$ cat config.mk
export PLATFORM = sky130hd
export DESIGN_NAME = seg_scan_rx
export DESIGN_NICKNAME = d
export VERILOG_FILES = /design/src/rtl/seg_pkg.sv /design/src/rtl/seg_pat_dec.sv /design/src/rtl/seg_scan_rx.sv
export SDC_FILE = /design/constraint.sdc
export NUM_CORES = 1
export LEC_CHECK = 0
export BUFFER_PORTS_ARGS = -buffer_cell sky130_fd_sc_hd__buf_2
export CELL_PAD_IN_SITES_DETAIL_PLACEMENT = 0
export CELL_PAD_IN_SITES_GLOBAL_PLACEMENT = 1
export CORE_MARGIN = 4
export CORE_UTILIZATION = 35
export DETAILED_ROUTE_END_ITERATION = 12
export PLACE_DENSITY_LB_ADDON = 0.1
export SLEW_MARGIN = 20
export SYNTH_ARGS = -nofsm -noshare
export SYNTH_HDL_FRONTEND = slang
export SYNTH_SLANG_ARGS = --single-unit
export TNS_END_PERCENT = 1
$ cat constraint.sdc
create_clock -name CLK -period 4.4 [get_ports CLK]
set_input_delay 0.22 -clock CLK [delete_from_list [all_inputs] [get_ports CLK]]
set_output_delay 0.22 -clock CLK [all_outputs]
set_load 0.005 [all_outputs]
$ cat src/rtl/seg_pkg.sv
// Shared definitions for the multiplexed seven-segment display blocks:
// segment encodings (gfedcba, active-high), blank select pattern and scan FSM states.
package seg_pkg;

  localparam logic [6:0] SEG_0 = 7'h3F;
  localparam logic [6:0] SEG_1 = 7'h06;
  localparam logic [6:0] SEG_2 = 7'h5B;
  localparam logic [6:0] SEG_3 = 7'h4F;
  localparam logic [6:0] SEG_4 = 7'h66;
  localparam logic [6:0] SEG_5 = 7'h6D;
  localparam logic [6:0] SEG_6 = 7'h7C;
  localparam logic [6:0] SEG_7 = 7'h07;
  localparam logic [6:0] SEG_8 = 7'h7F;
  localparam logic [6:0] SEG_9 = 7'h67;

  // Active-low selects: all ones means no digit is being driven.
  localparam logic [7:0] SEL_BLANK = 8'hFF;

  typedef enum logic [1:0] {
    ST_IDLE   = 2'd0,
    ST_SETTLE = 2'd1,
    ST_HELD   = 2'd2
  } scan_state_t;

endpackage

$ cat src/rtl/seg_pat_dec.sv
// Seven-segment pattern to BCD decoder; valid is low for any pattern outside
// the encoder table.
module seg_pat_dec (
  input  logic [6:0] pat,
  output logic [3:0] bcd,
  output logic       valid
);
  import seg_pkg::*;

  always_comb begin
    bcd   = '0;
    valid = 1'b1;
    case (pat)
      SEG_0:   bcd = 4'd0;
      SEG_1:   bcd = 4'd1;
      SEG_2:   bcd = 4'd2;
      SEG_3:   bcd = 4'd3;
      SEG_4:   bcd = 4'd4;
      SEG_5:   bcd = 4'd5;
      SEG_6:   bcd = 4'd6;
      SEG_7:   bcd = 4'd7;
      SEG_8:   bcd = 4'd8;
      SEG_9:   bcd = 4'd9;
      default: valid = 1'b0;
    endcase
  end

endmodule

$ cat src/rtl/seg_scan_rx.sv
// Recovers digit values from a multiplexed seven-segment display bus by
// waiting for the bus to settle and capturing once per stable dwell.
module seg_scan_rx #(
  parameter int NUM_DIG    = 8,
  parameter int STABLE_CYC = 4
) (
  input  logic                 CLK,
  input  logic                 RESET,
  input  logic [6:0]           SEG_C,
  input  logic [NUM_DIG-1:0]   SEG_SEL,
  output logic [4*NUM_DIG-1:0] DIGITS,
  output logic [NUM_DIG-1:0]   DIG_VALID,
  output logic                 FRAME_DONE,
  output logic                 SEG_ERR,
  output logic [2:0]           ERR_DIG
);
  import seg_pkg::*;

  localparam int CW = $clog2(STABLE_CYC) + 1;
  // Change detection costs one cycle after the synchronizers, so the capture
  // compare point sits two below STABLE_CYC to land at 2+STABLE_CYC overall.
  localparam logic [CW-1:0] CNT_CAP = CW'(STABLE_CYC - 2);
  localparam logic [CW-1:0] CNT_MAX = CW'(STABLE_CYC);
  localparam logic [NUM_DIG-1:0] SEL_IDLE = SEL_BLANK[NUM_DIG-1:0];

  logic [NUM_DIG-1:0] sel_meta, sel_sync, sel_last;
  logic [6:0]         c_meta, c_sync, c_last;
  logic               changed;
  logic               sel_ok;
  logic [2:0]         sel_idx;
  logic [3:0]         dec_bcd;
  logic               dec_ok;
  logic               capture;
  logic               wrap;

  scan_state_t        state;
  logic [CW-1:0]      stab_cnt;
  logic [2:0]         prev_idx;
  logic               prev_ok;

  always_ff @(posedge CLK or posedge RESET) begin
    if (RESET) begin
      sel_meta <= SEL_IDLE;
      sel_sync <= SEL_IDLE;
      sel_last <= SEL_IDLE;
      c_meta   <= '0;
      c_sync   <= '0;
      c_last   <= '0;
    end else begin
      sel_meta <= SEG_SEL;
      sel_sync <= sel_meta;
      sel_last <= sel_sync;
      c_meta   <= SEG_C;
      c_sync   <= c_meta;
      c_last   <= c_sync;
    end
  end

  assign changed = (sel_sync != sel_last) || (c_sync != c_last);

  always_comb begin
    sel_idx = '0;
    for (int unsigned i = 0; i < NUM_DIG; i++) begin
      if (!sel_sync[i]) sel_idx = 3'(i);
    end
  end

  // Blank and multi-select buses still advance the FSM but never capture.
  assign sel_ok  = $onehot(~sel_sync);
  assign capture = (state == ST_SETTLE) && !changed && (stab_cnt == CNT_CAP) && sel_ok;
  assign wrap    = prev_ok && (sel_idx <= prev_idx);

  seg_pat_dec u_dec (
    .pat   (c_sync),
    .bcd   (dec_bcd),
    .valid (dec_ok)
  );

  always_ff @(posedge CLK or posedge RESET) begin
    if (RESET) begin
      state      <= ST_IDLE;
      stab_cnt   <= '0;
      prev_idx   <= '0;
      prev_ok    <= 1'b0;
      DIGITS     <= '0;
      DIG_VALID  <= '0;
      FRAME_DONE <= 1'b0;
      SEG_ERR    <= 1'b0;
      ERR_DIG    <= '0;
    end else begin
      FRAME_DONE <= 1'b0;
      SEG_ERR    <= 1'b0;

      case (state)
        ST_IDLE: begin
          if (changed) begin
            state    <= ST_SETTLE;
            stab_cnt <= '0;
          end
        end
        ST_SETTLE: begin
          if (changed) begin
            stab_cnt <= '0;
          end else if (stab_cnt == CNT_CAP) begin
            state    <= ST_HELD;
            stab_cnt <= stab_cnt + 1'b1;
          end else begin
            stab_cnt <= stab_cnt + 1'b1;
          end
        end
        ST_HELD: begin
          if (changed) begin
            state    <= ST_SETTLE;
            stab_cnt <= '0;
          end else if (stab_cnt != CNT_MAX) begin
            stab_cnt <= stab_cnt + 1'b1;
          end
        end
        default: begin
          state    <= ST_IDLE;
          stab_cnt <= '0;
        end
      endcase

      if (capture) begin
        for (int unsigned i = 0; i < NUM_DIG; i++) begin
          if (sel_idx == 3'(i)) begin
            if (dec_ok) begin
              DIGITS[4*i +: 4] <= dec_bcd;
              DIG_VALID[i]     <= 1'b1;
            end else begin
              DIG_VALID[i]     <= 1'b0;
            end
          end
        end
        if (!dec_ok) begin
          SEG_ERR <= 1'b1;
          ERR_DIG <= sel_idx;
        end
        FRAME_DONE <= wrap;
        prev_idx   <= sel_idx;
        prev_ok    <= 1'b1;
      end
    end
  end

endmodule

==> results of run 1 <==
-- synthesized netlist by cell type, drive strengths merged (2+ instances only) --
cell      n
a211oi    2
nand4     5
or4       4
mux2     27
nor2b     2
inv      26
dfrtp    75
a31o      2
nor3b     4
or3       6
o21ai     9
nand2    17
a31oi     3
nand3     9
o41ai     3
clkbuf    7
nand4b    2
buf       8
mux2i     4
or2       5
a21oi    11
o21a      2
nor3      7
ha       12
nand2b    3
xor2     16
a21o      7
fa        4
xnor2     2
nor2      5
a2111oi   6
nor4      5
o31ai     2
dfstp    24
-- power breakdown --
group,switching (W),internal (W),leakage [nW],total [W]
Clock,0.000335,0.000517,0.158,0.000852
Sequential,0.0000262,0.000945,1.25,0.000971
Combinational,0.000120,0.0000836,1.13,0.000203
Total,0.000481,0.00155,2.54,0.00203
-- flip-flops by register name, summed over array words and instances, names as in the netlist --
register    count
DIGITS         32
DIG_VALID       8
ERR_DIG         3
FRAME_DONE      1
SEG_ERR         1
c_last          7
c_meta          7
c_sync          7
prev_idx        3
prev_ok         1
sel_last        8
sel_meta        8
sel_sync        8
stab_cnt        3
state           2
-- logic make-up after synthesis --
group / share of synthesized area [%]
flip-flops: 57.1
AND/OR/NAND/NOR: 10.6
AO/OA/AOI/OAI: 11.5
buffers and inverters: 4.11
multiplexers: 7.84
XOR/XNOR: 3.59
adder cells (fa/ha/maj): 5.25
-- metal layers --
| layer | global-route usage (%) | up-vias |
|---|---|---|
| met2 | 22.6 | 48 |
| met5 | 0 | - |
| met4 | 3.87 | 0 |
| met3 | 5.23 | 12 |
| met1 | 19.4 | 1427 |
| li1 | - | 1352 |
-- through the flow --
stage	area, sq um	utilization [%]
2_1_floorplan	4390	-
3_3_place_gp	4890	40.2
3_5_place_dp	4890	40.2
4_1_cts	5380	44.2
5_1_grt	5420	44.6
6_report	5420	44.6
-- cell usage in the layout, fill, tap and decap left out, types with 3 or more instances in the layout --
master and n:
mux2_2 27, nand4_1 5, clkbuf_16 9, mux2i_1 4, xor2_1 16, nor2_1 5, nand3_1 8, dlygate4sd3_1 16
buf_2 61, buf_4 9, dfstp_2 24, a2111oi_4 6, o41ai_1 3, ha_1 11, or2_2 5, or4_1 3
nor3b_1 3, fa_1 3, or3_1 5, inv_1 25, dfrtp_1 75, nor4_1 5, nor3_1 7, nand2_1 17
o21ai_0 8, a21oi_1 11, nand2b_1 3, a21o_1 7, a31oi_1 3
-- cell type report --
cell class,count,area (sq um),area share [%]
clock buffer,11,243,4.48
multi-input combinational,198,1740,32.0
timing repair buffer,87,544,10.0
tap,168,210,3.88
inverter,26,100,1.85
sequential,99,2510,46.2
clock inverter,5,83.8,1.55
-- timing repair --
| action | 4_1_cts | 5_1_grt |
|---|---|---|
| endpoints found under the hold margin | 27 | 0 |
| hold buffers | 16 | 0 |
| buffers inserted | 0 | 1 |
| setup endpoints to repair | 0 | 17 |
| gates resized for setup | 0 | 7 |
-- worst max-delay path by stage --
| stage | slack [ps] | endpoint | cells past startpoint |
|---|---|---|---|
| floorplan | 100 | DIGITS[24] | 13 |
| global placement | 150 | ERR_DIG[1] | 13 |
| detailed placement | 60 | DIGITS[25] | 13 |
| CTS | 50 | DIGITS[25] | 13 |
| global route | -30 | DIGITS[28] | 14 |
| finish | 170 | DIGITS[28] | 14 |
==> run metrics, run 1 <==
die area=14400 sq um; overall routing resource usage=14.6%; WL/cell=15.9 um; fin crit period=4230 ps; Worst path top cell family by delay=adder cells; WHS Path Cells=0; register area share after synthesis=57.1%; synthesized area per cell=13.0 sq um; critical path capture point type=flip-flop; Final Wtd Congestion=0.765; share of cells above drive strength 1=38.3%; CTS root buffer=clkbuf_16; initial antenna violation count=0; metal3 WL=452 um; min-delay src=c_meta[0]; VDD IR max=0.000341 V; top sig layer=met4; r2r startpoint=sel_sync[0]; asr flop ratio synth=100%; worst-margin pin slew=1030 ps; HPWL Detailed=6640 um; fillers=1138; starting density of the core=36.1%; diode count=0; FF+latch count, synth=99; synth warn=0; final WL=9450 um; synth unique cells=53; wire length on met2=4420 um; router iterations before antenna repair=4; status=completed; Post-Layout Cell Count=594; Clock Path Buffers=2; final worst slack=174 ps; Skew-Pair Late Insertion Delay=340 ps; worst r2r path cells=14; Syn Std Cell Area=4390 sq um; endpoints failing setup=0; PortBufs=61; placed insts=561; reg2reg end=DIGITS[28]; Synth Instances=338; setup TNS=0 ps; CTS tree=yes; Pwr Total=0.00203 W; Synth area leader=dfrtp_1; f_max=237 MHz; Cell Pwr Density=374 nW/um^2; max_cap viols=0; vias in the first global route=3073; DR iter-0 viols=126; Num CTS Buffers=9; post-synth top area share=42.8%; Max-slew headroom=31.0%; max incr delay on CP=570 ps; DRC=0; Hold Path Class=flip-flop to flip-flop; clock slew at reported path FFs=70 ps; Hold Fails Final Rpt=0; Data arrival, critical path=4460 ps; Buf/Inv on CP=4; fin nets=454; Crit Path Category=flip-flop to flip-flop; Min Hold Slack=349 ps; Top cell by count, worst path=fa_1; post-route clock period utilization=96.1%; total grt overflow=0; Final ANT Viol Nets=0; pin count of the biggest net entering global routing=58; worst-path fanout max=7; CP cell instances=fa_1 > inv_1 > fa_1 > fa_1 > ha_2 > inv_1 > fa_2 > nor3b_2 > a21oi_1 > or3_4 > buf_6 > a2111oi_4 > buf_4 > mux2_2; Clock Skew=10.0 ps; post-synthesis net count=371; Synth Flop Type=dfrtp_1; Die Height=120 um; Final Max Slew Viols=0; DR vias/cell=4.78; DP Worst Slack=58.0 ps; critical path launch point=sel_sync[0]; first-pass GRT wire length=16400 um; Core Area=12200 sq um; die width=120 um; Worst Hold End=c_sync[0]; Critical-path top delay cell=dfstp_2; Synth area leaders=dfrtp_1 43%, dfstp_2 14%, mux2_2 6.9%; LEAKAGE=2.54 nW; Area Growth Syn to Fin=23.6%; IO Count=62; # rows=40; via count=2839; FF-to-FF setup slack=170 ps; number of synthesized flops with an enable pin=0; WL met1=4460 um; crit start category=flip-flop; Sink Count=99; H-tree levels=3; Crit path required time=4630 ps
(Power assumes the default switching activity.)
==> inputs of run 2 (changes only) <==
--- a/config.mk
+++ b/config.mk
@@ -11,7 +11,9 @@
 export CORE_MARGIN = 4
 export CORE_UTILIZATION = 35
 export DETAILED_ROUTE_END_ITERATION = 12
+export MAX_ROUTING_LAYER = met4
 export PLACE_DENSITY_LB_ADDON = 0.1
+export RECOVER_POWER = 25
 export SLEW_MARGIN = 20
 export SYNTH_ARGS = -nofsm -noshare
 export SYNTH_HDL_FRONTEND = slang
==> run 2 against run 1 <==
Net effect: the run now ends with capacitance limit, slew limit left; hold slack better by 0.67 ps; sequential cell count stayed put; largest cell class unchanged; power hardly changed; first-iteration DRC count is 3.2% lower; via count is 0.56% lower; clock skew hardly changed.
==> run metrics, run 2 (synthesis gave the netlist of run 1 again) <==
PortBufs=61; critical path capture point type=flip-flop; Final ANT Viol Nets=0; post-route clock period utilization=96.0%; worst-path fanout max=7; DR iter-0 viols=122; final WL=9470 um; starting density of the core=36.1%; IO Count=62; die width=120 um; Final Max Slew Viols=58; Min Hold Slack=349 ps; commonest non-fill, non-tap cell in the layout=dfrtp_1; WL/cell=15.9 um; Crit Path Category=flip-flop to flip-flop; CTS tree=yes; clock group share of total power=42.1%; clock slew at reported path FFs=70 ps; Skew-Pair Late Insertion Delay=350 ps; fin util=44.5%; max_cap viols=1; r2r startpoint=sel_sync[0]; largest reg by FF count=DIGITS; Final Wtd Congestion=0.775; Cell Pwr Density=374 nW/um^2; Hold Path Class=flip-flop to flip-flop; crit start category=flip-flop; Data arrival, critical path=4460 ps; Crit path required time=4630 ps; Clock Skew=10.5 ps; H-tree levels=3; P_int=0.00154 W; Max-slew headroom=-62.1%; placed insts=561; Comb pwr share=10.0%; FF-to-FF setup slack=170 ps; WHS Path Cells=0; HPWL Detailed=6640 um; Sink Count=99; Area Growth Syn to Fin=23.4%; total grt overflow=0; Hold Fails Final Rpt=0; CTS root buffer=clkbuf_16; endpoints failing setup=0; most frequent cells in the layout=75 x dfrtp_1, 57 x buf_2, 27 x mux2_2, 25 x inv_1, 19 x dfstp_2; vias in the first global route=3072; fin crit period=4230 ps; DP Worst Slack=58.0 ps; fin nets=454; final worst slack=174 ps; overall routing resource usage=15.0%; Die Height=120 um; Core Area=12200 sq um; DR vias/cell=4.75; DRC=0; VDD IR max=0.000343 V; Net Sw Frac=23.8%; Clock Path Buffers=2; LEAKAGE=2.51 nW; Cell Area, Placed=4890 sq um; worst-margin pin slew=2420 ps; share of total power in sequential cells=47.9%; pin count of the biggest net entering global routing=58; reg2reg end=DIGITS[28]; router iterations before antenna repair=4; via count=2823; first-pass GRT wire length=16300 um; violated checks=capacitance limit, slew limit; die area=14400 sq um; sw power=0.000482 W; share of cells above drive strength 1=35.9%; cell area after layout=5410 sq um; # rows=40; diode count=0; f_max=237 MHz; Num CTS Buffers=9; initial antenna violation count=0; Worst Hold End=c_sync[0]; status=finished with violations; max FFs per register=32; Post-Layout Cell Count=594; worst r2r path cells=14; min-delay src=c_meta[0]
[run 2: cell count changes in the layout (fill, tap and decap cells not counted), sizes merged]
cell / change
clkbuf: +5
buf: -5
clkinvlp: +1
inv: -1
[run 2: timing repair]
action	4_1_cts	5_1_grt
hold buffers	16	0
endpoints found under the hold margin	27	0
buffers inserted	0	1
setup endpoints to repair	0	17
resized for setup	0	7
[run 2: worst max-delay path: stages, from the launching register on]
cell       delay, ps
dfstp_2          570
fa_1             390
inv_1             80
fa_1             420
fa_1             500
ha_2             180
inv_1             50
fa_2             340
nor3b_2          180
a21oi_1           90
or3_4            410
buf_6            150
a2111oi_4        250
buf_4            180
mux2_2           330
[run 2: worst max-delay path by stage]
| stage | startpoint | end | slack (ps) | depth (start not counted) |
|---|---|---|---|---|
| 2_1_floorplan | sel_sync[3] | DIGITS[24] | 100 | 13 |
| 3_3_place_gp | sel_sync[0] | ERR_DIG[1] | 150 | 13 |
| 3_5_place_dp | sel_sync[0] | DIGITS[25] | 60 | 13 |
| 4_1_cts | sel_sync[0] | DIGITS[25] | 50 | 13 |
| 5_1_grt | sel_sync[0] | DIGITS[28] | -20 | 14 |
| 6_report | sel_sync[0] | DIGITS[28] | 170 | 14 |
[run 2: final cells by class]
class / count / area (sq um)
Fill cell: 1143 / 6750
Sequential cell: 99 / 2510
Multi-Input combinational cell: 198 / 1740
Timing Repair Buffer: 87 / 536
Clock buffer: 11 / 243
Tap cell: 168 / 210
Inverter: 26 / 98.8
Clock inverter: 5 / 83.8
[run 2: power groups by stage]
stage	combinational (W)	clock, W	sequential (W)
6_report	0.000203	0.000853	0.000970
5_1_grt	0.000237	0.000926	0.000975
4_1_cts	0.000202	0.000887	0.000971
3_5_place_dp	0.000189	0	0.000988
3_3_place_gp	0.000187	0	0.000988
2_1_floorplan	0.000152	0	0.000974
[run 2: routing by layer]
metal  part of all wire, %  GRT usage, %
met5                     0             -
met3                   4.1          4.81
met2                    47          22.6
met1                    48          19.7
met4                   1.3          3.87
[run 2: through the flow]
stage / TNS, ps / power (W)
after global placement: 0 / 0.00118
after floorplan: 0 / 0.00113
after CTS: 0 / 0.00206
final: 0 / 0.00203
after detailed placement: 0 / 0.00118
after global routing: -68.4 / 0.00214
